### src/rtl/spi_slave_ctrl.sv
// rtl/spi_slave_ctrl.sv - ADI-style SPI slave front end for the FPGA register file
// Optional SPI_STREAM_EN: W1:W0 = 11 streams bytes until CSB high instead of stopping after 4.
module spi_slave_ctrl #(
  parameter int ADDR_SIZE   = 8,
  parameter int DATA_SIZE   = 8,
  parameter int SYNC_STAGES = 2
) (
  input  logic                 I_clk,
  input  logic                 I_reset,
  input  logic                 I_sclk,
  input  logic                 I_csb,
  input  logic                 I_sdi,
  output logic                 O_sdo,
  output logic                 O_sdo_oe,
  output logic                 O_enable,
  output logic                 O_wen,
  output logic [ADDR_SIZE-1:0] O_addr,
  output logic [DATA_SIZE-1:0] O_din,
  input  logic [DATA_SIZE-1:0] I_dout
);

`ifdef SPI_STREAM_EN
  localparam logic STREAM_EN = 1'b1;
`else
  localparam logic STREAM_EN = 1'b0;
`endif

  typedef enum logic [1:0] {IDLE, INSTR, DATA, DONE} state_t;

  logic [SYNC_STAGES-1:0] sclk_sync_q, csb_sync_q, sdi_sync_q;
  logic                   sclk_last_q;
  logic                   sclk_s, csb_s, sdi_s, sclk_rise, sclk_fall;

  state_t                 state_q, state_d;
  logic [3:0]             bit_cnt_q, bit_cnt_d;
  logic [14:0]            shift_q, shift_d;
  logic                   rw_q, rw_d;
  logic [2:0]             rem_q, rem_d;
  logic [12:0]            addr_q, addr_d;
  logic [DATA_SIZE-1:0]   din_q, din_d;
  logic                   wen_q, wen_d;
  logic                   byte_done_q, byte_done_d;
  logic                   load_q, load_d;
  logic [DATA_SIZE-1:0]   sdo_shift_q, sdo_shift_d;
  logic                   sdo_q, sdo_d;
  logic                   sdo_oe_q, sdo_oe_d;
  logic                   enable_q;
  logic [15:0]            instr_word;
  logic                   oor;

  always_ff @(posedge I_clk or posedge I_reset) begin
    if (I_reset) begin
      sclk_sync_q <= '0;
      csb_sync_q  <= '1;
      sdi_sync_q  <= '0;
      sclk_last_q <= 1'b0;
    end else begin
      sclk_sync_q <= {sclk_sync_q[SYNC_STAGES-2:0], I_sclk};
      csb_sync_q  <= {csb_sync_q[SYNC_STAGES-2:0], I_csb};
      sdi_sync_q  <= {sdi_sync_q[SYNC_STAGES-2:0], I_sdi};
      sclk_last_q <= sclk_s;
    end
  end

  assign sclk_s     = sclk_sync_q[SYNC_STAGES-1];
  assign csb_s      = csb_sync_q[SYNC_STAGES-1];
  assign sdi_s      = sdi_sync_q[SYNC_STAGES-1];
  assign sclk_rise  = sclk_s & ~sclk_last_q;
  assign sclk_fall  = ~sclk_s & sclk_last_q;
  assign instr_word = {shift_q, sdi_s};
  // The full 13-bit address is kept so the range check follows every decrement.
  assign oor        = |(addr_q >> ADDR_SIZE);

  always_comb begin
    state_d     = state_q;
    bit_cnt_d   = bit_cnt_q;
    shift_d     = shift_q;
    rw_d        = rw_q;
    rem_d       = rem_q;
    addr_d      = addr_q;
    din_d       = din_q;
    wen_d       = 1'b0;
    byte_done_d = 1'b0;
    load_d      = 1'b0;
    sdo_shift_d = sdo_shift_q;
    sdo_d       = sdo_q;
    sdo_oe_d    = sdo_oe_q;

    case (state_q)
      IDLE: begin
        if (!csb_s) begin
          state_d   = INSTR;
          bit_cnt_d = 4'd0;
        end
      end
      INSTR: begin
        if (sclk_rise) begin
          shift_d   = instr_word[14:0];
          bit_cnt_d = bit_cnt_q + 4'd1;
          if (bit_cnt_q == 4'd15) begin
            rw_d      = instr_word[15];
            // rem = 0 marks an endless stream
            rem_d     = (STREAM_EN && (&instr_word[14:13])) ? 3'd0
                                                            : {1'b0, instr_word[14:13]} + 3'd1;
            addr_d    = instr_word[12:0];
            bit_cnt_d = 4'd0;
            load_d    = 1'b1;
            state_d   = DATA;
          end
        end
      end
      DATA: begin
        if (sclk_rise) begin
          shift_d   = instr_word[14:0];
          bit_cnt_d = bit_cnt_q + 4'd1;
          if (bit_cnt_q == 4'(DATA_SIZE-1)) begin
            bit_cnt_d   = 4'd0;
            byte_done_d = 1'b1;
            if (!rw_q) begin
              din_d = instr_word[DATA_SIZE-1:0];
              wen_d = ~oor;
            end
          end
        end
        if (sclk_fall && rw_q) begin
          sdo_oe_d    = 1'b1;
          sdo_d       = sdo_shift_q[DATA_SIZE-1];
          sdo_shift_d = {sdo_shift_q[DATA_SIZE-2:0], 1'b0};
        end
        // Address steps only after the write strobe has been seen with the old address.
        if (byte_done_q) begin
          addr_d = addr_q - 13'd1;
          load_d = 1'b1;
          if (rem_q != 3'd0) rem_d = rem_q - 3'd1;
          if (rem_q == 3'd1) begin
            state_d  = DONE;
            sdo_oe_d = 1'b0;
          end
        end
      end
      DONE: sdo_oe_d = 1'b0;
    endcase

    if (load_q) sdo_shift_d = oor ? '0 : I_dout;

    if (csb_s) begin
      state_d     = IDLE;
      sdo_oe_d    = 1'b0;
      sdo_d       = 1'b0;
      wen_d       = 1'b0;
      byte_done_d = 1'b0;
      load_d      = 1'b0;
    end
  end

  always_ff @(posedge I_clk or posedge I_reset) begin
    if (I_reset) begin
      state_q     <= IDLE;
      bit_cnt_q   <= 4'd0;
      shift_q     <= '0;
      rw_q        <= 1'b0;
      rem_q       <= 3'd0;
      addr_q      <= '0;
      din_q       <= '0;
      wen_q       <= 1'b0;
      byte_done_q <= 1'b0;
      load_q      <= 1'b0;
      sdo_shift_q <= '0;
      sdo_q       <= 1'b0;
      sdo_oe_q    <= 1'b0;
      enable_q    <= 1'b0;
    end else begin
      state_q     <= state_d;
      bit_cnt_q   <= bit_cnt_d;
      shift_q     <= shift_d;
      rw_q        <= rw_d;
      rem_q       <= rem_d;
      addr_q      <= addr_d;
      din_q       <= din_d;
      wen_q       <= wen_d;
      byte_done_q <= byte_done_d;
      load_q      <= load_d;
      sdo_shift_q <= sdo_shift_d;
      sdo_q       <= sdo_d;
      sdo_oe_q    <= sdo_oe_d;
      enable_q    <= ~csb_s;
    end
  end

  assign O_sdo    = sdo_q;
  assign O_sdo_oe = sdo_oe_q;
  assign O_enable = enable_q;
  assign O_wen    = wen_q;
  assign O_addr   = addr_q[ADDR_SIZE-1:0];
  assign O_din    = din_q;

endmodule
### config.mk
export PLATFORM = sky130hd
export DESIGN_NAME = spi_slave_ctrl
export DESIGN_NICKNAME = d
export VERILOG_FILES = /design/src/rtl/spi_slave_ctrl.sv
export SDC_FILE = /design/constraint.sdc
export NUM_CORES = 1
export LEC_CHECK = 0
export CAP_MARGIN = 0
export CORE_MARGIN = 2
export CORE_UTILIZATION = 36
export DETAILED_ROUTE_END_ITERATION = 6
export GPL_ROUTABILITY_DRIVEN = 1
export PLACE_DENSITY = 0.55
export SLEW_MARGIN = 10
export SYNTH_ARGS = -nofsm -noshare
export SYNTH_HDL_FRONTEND = slang
export SYNTH_SLANG_ARGS = --single-unit
### constraint.sdc
create_clock -name I_clk -period 2.9 [get_ports I_clk]
set_input_delay 0.435 -clock I_clk [delete_from_list [all_inputs] [get_ports I_clk]]
set_output_delay 0.435 -clock I_clk [all_outputs]
set_load 0.02 [all_outputs]
## After elaboration in Yosys (flattened, before gate mapping)

Index checks and enable logic that the tools add are counted.
Widths: inputs -> output; s select.

- Latch bits: 0
- Bits in writable memories: 0
- Input bits: 13
- Flip-flop bits (word level): 67
- Memories: 0
- Logic and storage cells: 114
- ROM bits: 0

- Shift operators: 0
- Muxes and demuxes: 47
- Magnitude comparators: 0
- Bitwise logic cells: 7
- Divide/modulo/power cells: 0
- Multipliers: 0
- Add/subtract/negate cells: 4
- Eq/ne operators: 16
- Reduce and logical (&&, ||, !) cells: 22

Operators by type and width:

| operator | count |
|---|---|
| $mux 13 | 3 |
| $mux 8 | 4 |
| $pmux 13 s2 | 1 |
| $mux 1 | 20 |
| $mux 4 | 5 |
| $sub 13x1->13 const B | 1 |
| $mux 3 | 4 |
| $ne 2x2->1 const B | 6 |
| $ne 3x3->1 const B | 4 |
| $pmux 4 s3 | 1 |
| $reduce_and 4->1 | 3 |
| $mux 2 | 5 |
| $reduce_and 5->1 | 2 |
| $reduce_bool 2->1 | 5 |
| $reduce_bool 3->1 | 3 |
| $pmux 2 s3 | 1 |
| $pmux 3 s2 | 1 |
| $reduce_and 2->1 | 3 |
| $not 1->1 | 5 |
| $reduce_or 5->1 | 1 |
| $add 4x1->4 const B | 1 |
| $eq 2x2->1 const B | 2 |
| $eq 4x3->1 const B | 1 |
| $eq 4x4->1 const B | 1 |
| other kinds (11) | 13 |

## Depth between registers and ports, before layout

- Word-level depth: 8
- Depth in mapped cells: 9

## Least setup slack after synthesis

OpenSTA, ideal clock, no wires.

- Kind: register to register
- From: register state_q[0]
- To: register din_q[0], in the netlist O_din[0]
- Library setup time: 127 ps
- Slack: 760 ps
- Arrival time: 2,013 ps
- Stages on the path, launching flop included: 8
- Required time: 2,773 ps
- Path buffers: 1
- Clock period less this slack: 2,140 ps
- Cell sequence: dfrtp_1 -> inv_1 -> ha_1 -> buf_2 -> inv_2 -> or4_1 -> nor2_2 -> mux2_1

- Longest elaborated chain between the ends: 2

RTL lines:

| item | RTL line | source |
|---|---|---|
| start, declared | 34 | `state_t state_q, state_d;` |
| start signal, assigned | 173 | `state_q <= state_d;` |
| $eq 2x2->1 | 89 | `case (state_q)` |
| $reduce_and 4->1 (no source line) | n/a |  |
| end signal, assigned | 179 | `din_q <= din_d;` |
| end, declared | 40 | `logic [DATA_SIZE-1:0] din_q, din_d;` |

No other way between the ends.
A chain may end at the register's enable or synchronous reset.

## Worst setup path in the final report

- From: register state_q[0]
- To: register din_q[6], in the netlist O_din[6]

The elaborated chain is that of the path after synthesis.

==> flow_summary.toml <==
[die]
dieArea_mm2 = 0.00978
die_w_um = 98.9
start_util_pct = 37.2
die-height_um = 98.9
placementRows = 34
num_io_pins = 33
coreArea_mm2 = 0.00872

[finish]
mostFrequentLayoutCells = "65 x dfrtp_1, 32 x clkdlybuf4s50_1, 19 x nand2_1"
drive_gt1_share_pct = 15.5
diodes = 0
fillCellCount = 820
syn_to_final_growth_pct = 18.4
final_common_cell = "dfrtp_1"
nets = 340
fin_area_mm2 = 0.00384
layoutNonFillerInstCount = 430

[sta]
max_freq_mhz = 428
finalMaxSlewViolations = 0
whs_ns = 0.352
layout_min_cycle_time_ns = 2.34
finalCritPeriodShare_pct = 80.6
hold_viol_final = 0
worst_slew_pin_slew_ns = 0.636
setup_tns_ns = 0
grt_setup_unrepaired = "no"
max_slew_margin_pct = 57.5
fin_skew_ns = 0.00987
setup_viol = 0

[clock_network]
cts_resized = 0
cts_max_path_buffers = 2
cts_tree = "done"
cts.sinks = 67
path_clk_slew_ns = 0.08
postCtsSetupBuffers = 0
root_buffer = "clkbuf_8"
clk_latency_ns = 0.34
cts_buffers = 9
h-tree-depth = 3
cts_hold_buf = 0

[routing]
wl_per_cell_um = 15.0
drc = 0
drtAntennaViolNets = 0
drt_first_iter_violations = 119
vias = 2211
wirelength_um = 6430
viasPerCell = 5.14
drt-pass1-iter-count = 4

[synth]
synth_cells = 292
ys_seq_area_share_pct = 51.8
ys.flop_type = "dfrtp_1"
synth_area_leaders = "dfrtp_1 50%, mux2_2 5.9%, ha_1 3.9%, mux2i_1 3.1%, mux2_1 2.8%"
yosys.area.top_type = "dfrtp_1"
synth_edf_count = 0
synth_fp_nets = 315
async_flop_share_pct = 100
synth.distinct_cells = 53
synth_seq_cells = 67
synthesis.area_mm2 = 0.00324
synth.avg_cell_area_um2 = 11.1
yosysTopAreaCellShare_pct = 50.2
yosysWarnings = 0

[worst_setup_path]
path_cells = "inv_1 -> ha_1 -> inv_2 -> or4_1 -> nor2_2 -> mux2_1"
critPathTopFamily = "simple AND/OR/NAND/NOR gates"
r2r_cells = 6
critPathKind = "reg -> reg"
startpoint_type = "flip-flop"
required_ns = 3.12
crit_fanout = 9
rrSetupSlack_ns = 0.56
r2r-start = "state_q[0]"
worstSetupEndpointType = "flip-flop"
cp.arrival_ns = 2.56
slowest_stage = "or4_1"
timing.rr.end = "O_din[6]"
slowest_delay_ns = 0.55
critPathBufInv = 2

[power_and_ir_drop]
p_sw_mw = 1.09
swShare_pct = 35.7
irDropWorstVdd_mv = 0.243
power_mw = 3.06
power_density_mw_per_mm2 = 796
static-leakage-power_nw = 1.68
power_frac_seq_pct = 41.6
combPwrFrac_pct = 31.8
cell_internal_pwr_mw = 1.97
pwr-share-clk_pct = 26.6

[placement]
dpl_cell_area_mm2 = 0.00363
place_inst = 414
dp_hpwl_um = 4310
io_buffers = 32
gp_congestion = 0.787

[global_route]
first_global_vias = 2192
antenna_found_initial = 0
grt_overflow = 0
grt_pass1_wl_um = 11100
grt_max_degree = 68
grt_usage_pct = 14.3

[job]
drv_cap = 0

[worst_hold_path]
holdPathStages = 0
worstHoldStart = "sdi_sync_q[0]"
hold_end = "sdi_sync_q[1]"
holdCritPathClass = "reg -> reg"

[outcome]
outcome = "finished, final reports clean"
final cells by class:
| type | instances | area [um^2] | share of cell area (%) |
|---|---|---|---|
| sequential | 67 | 1680 | 43.8 |
| clock inverter | 6 | 72.6 | 1.89 |
| clock buffer | 10 | 138 | 3.59 |
| multi-input combinational | 186 | 1380 | 36.0 |
| timing repair buffer | 37 | 370 | 9.65 |
| tap | 108 | 135 | 3.52 |
| inverter | 16 | 60.1 | 1.57 |
registers in the layout (all words and copies together) (netlist names), 2 cells and up:
register     cells
addr_q          13
sclk_sync_q      2
bit_cnt_q        4
shift_q         15
rem_q            3
state_q          2
csb_sync_q       2
O_din            8
sdi_sync_q       2
sdo_shift_q      8
worst register-to-register path, stage by stage, from the launching register on:
cell     delay [ns]
dfrtp_1        0.41
inv_1          0.09
ha_1           0.33
inv_2          0.07
or4_1          0.55
nor2_2         0.39
mux2_1         0.37
how the worst max path moves through the flow:
stage / start / end / cells after the start
2_1_floorplan: state_q[0] / O_din[0] / 7
3_3_place_gp: state_q[0] / O_din[0] / 6
3_5_place_dp: state_q[0] / O_din[0] / 6
4_1_cts: state_q[0] / O_din[7] / 6
5_1_grt: state_q[0] / O_din[7] / 6
6_report: state_q[0] / O_din[6] / 6
logic make-up after synthesis:
group / count (synthesis) / synth area share, %
muxes: 35 / 11.8
buffers and inverters: 39 / 5.52
adders and majority gates: 10 / 3.86
AOI/OAI and AO/OA: 71 / 15.5
and+or+nand+nor: 70 / 11.5
DFF: 67 / 51.8
metrics by stage:
stage,utilization (%),worst slack (ns)
finish,44.0,0.562
CTS,44.0,0.544
global placement,41.6,0.628
detailed placement,41.6,0.572
floorplan,-,0.760
global route,44.0,0.404
synth_stat cells, types with 8 or more instances:
cell and n:
inv_1 15, o21ai_0 11, buf_4 8, o2bb2ai_1 9, nand2_1 19, dfrtp_1 65, mux2i_1 10, ha_1 10
mux2_2 17, nor2_1 12, clkbuf_1 12, a21oi_1 13, mux2_1 8
power by group through the flow:
| stage | registers, mW | clock network (mW) | logic (mW) |
|---|---|---|---|
| floorplan | 1.23 | 0 | 0.792 |
| global placement | 1.28 | 0 | 0.964 |
| detailed placement | 1.29 | 0 | 0.973 |
| CTS | 1.27 | 0.840 | 0.978 |
| global route | 1.30 | 0.887 | 1.09 |
| finish | 1.27 | 0.813 | 0.973 |
per-layer routing:
| metal | vias up | share of wire, % | track usage, % |
|---|---|---|---|
| met3 | 9 | 2.6 | 2.41 |
| met5 | - | 0 | 0 |
| met1 | 1070 | 52 | 21.5 |
| li1 | 1101 | - | - |
| met4 | 0 | 1.6 | 7.90 |
| met2 | 31 | 44 | 19.3 |
(Power assumes the default switching activity.)
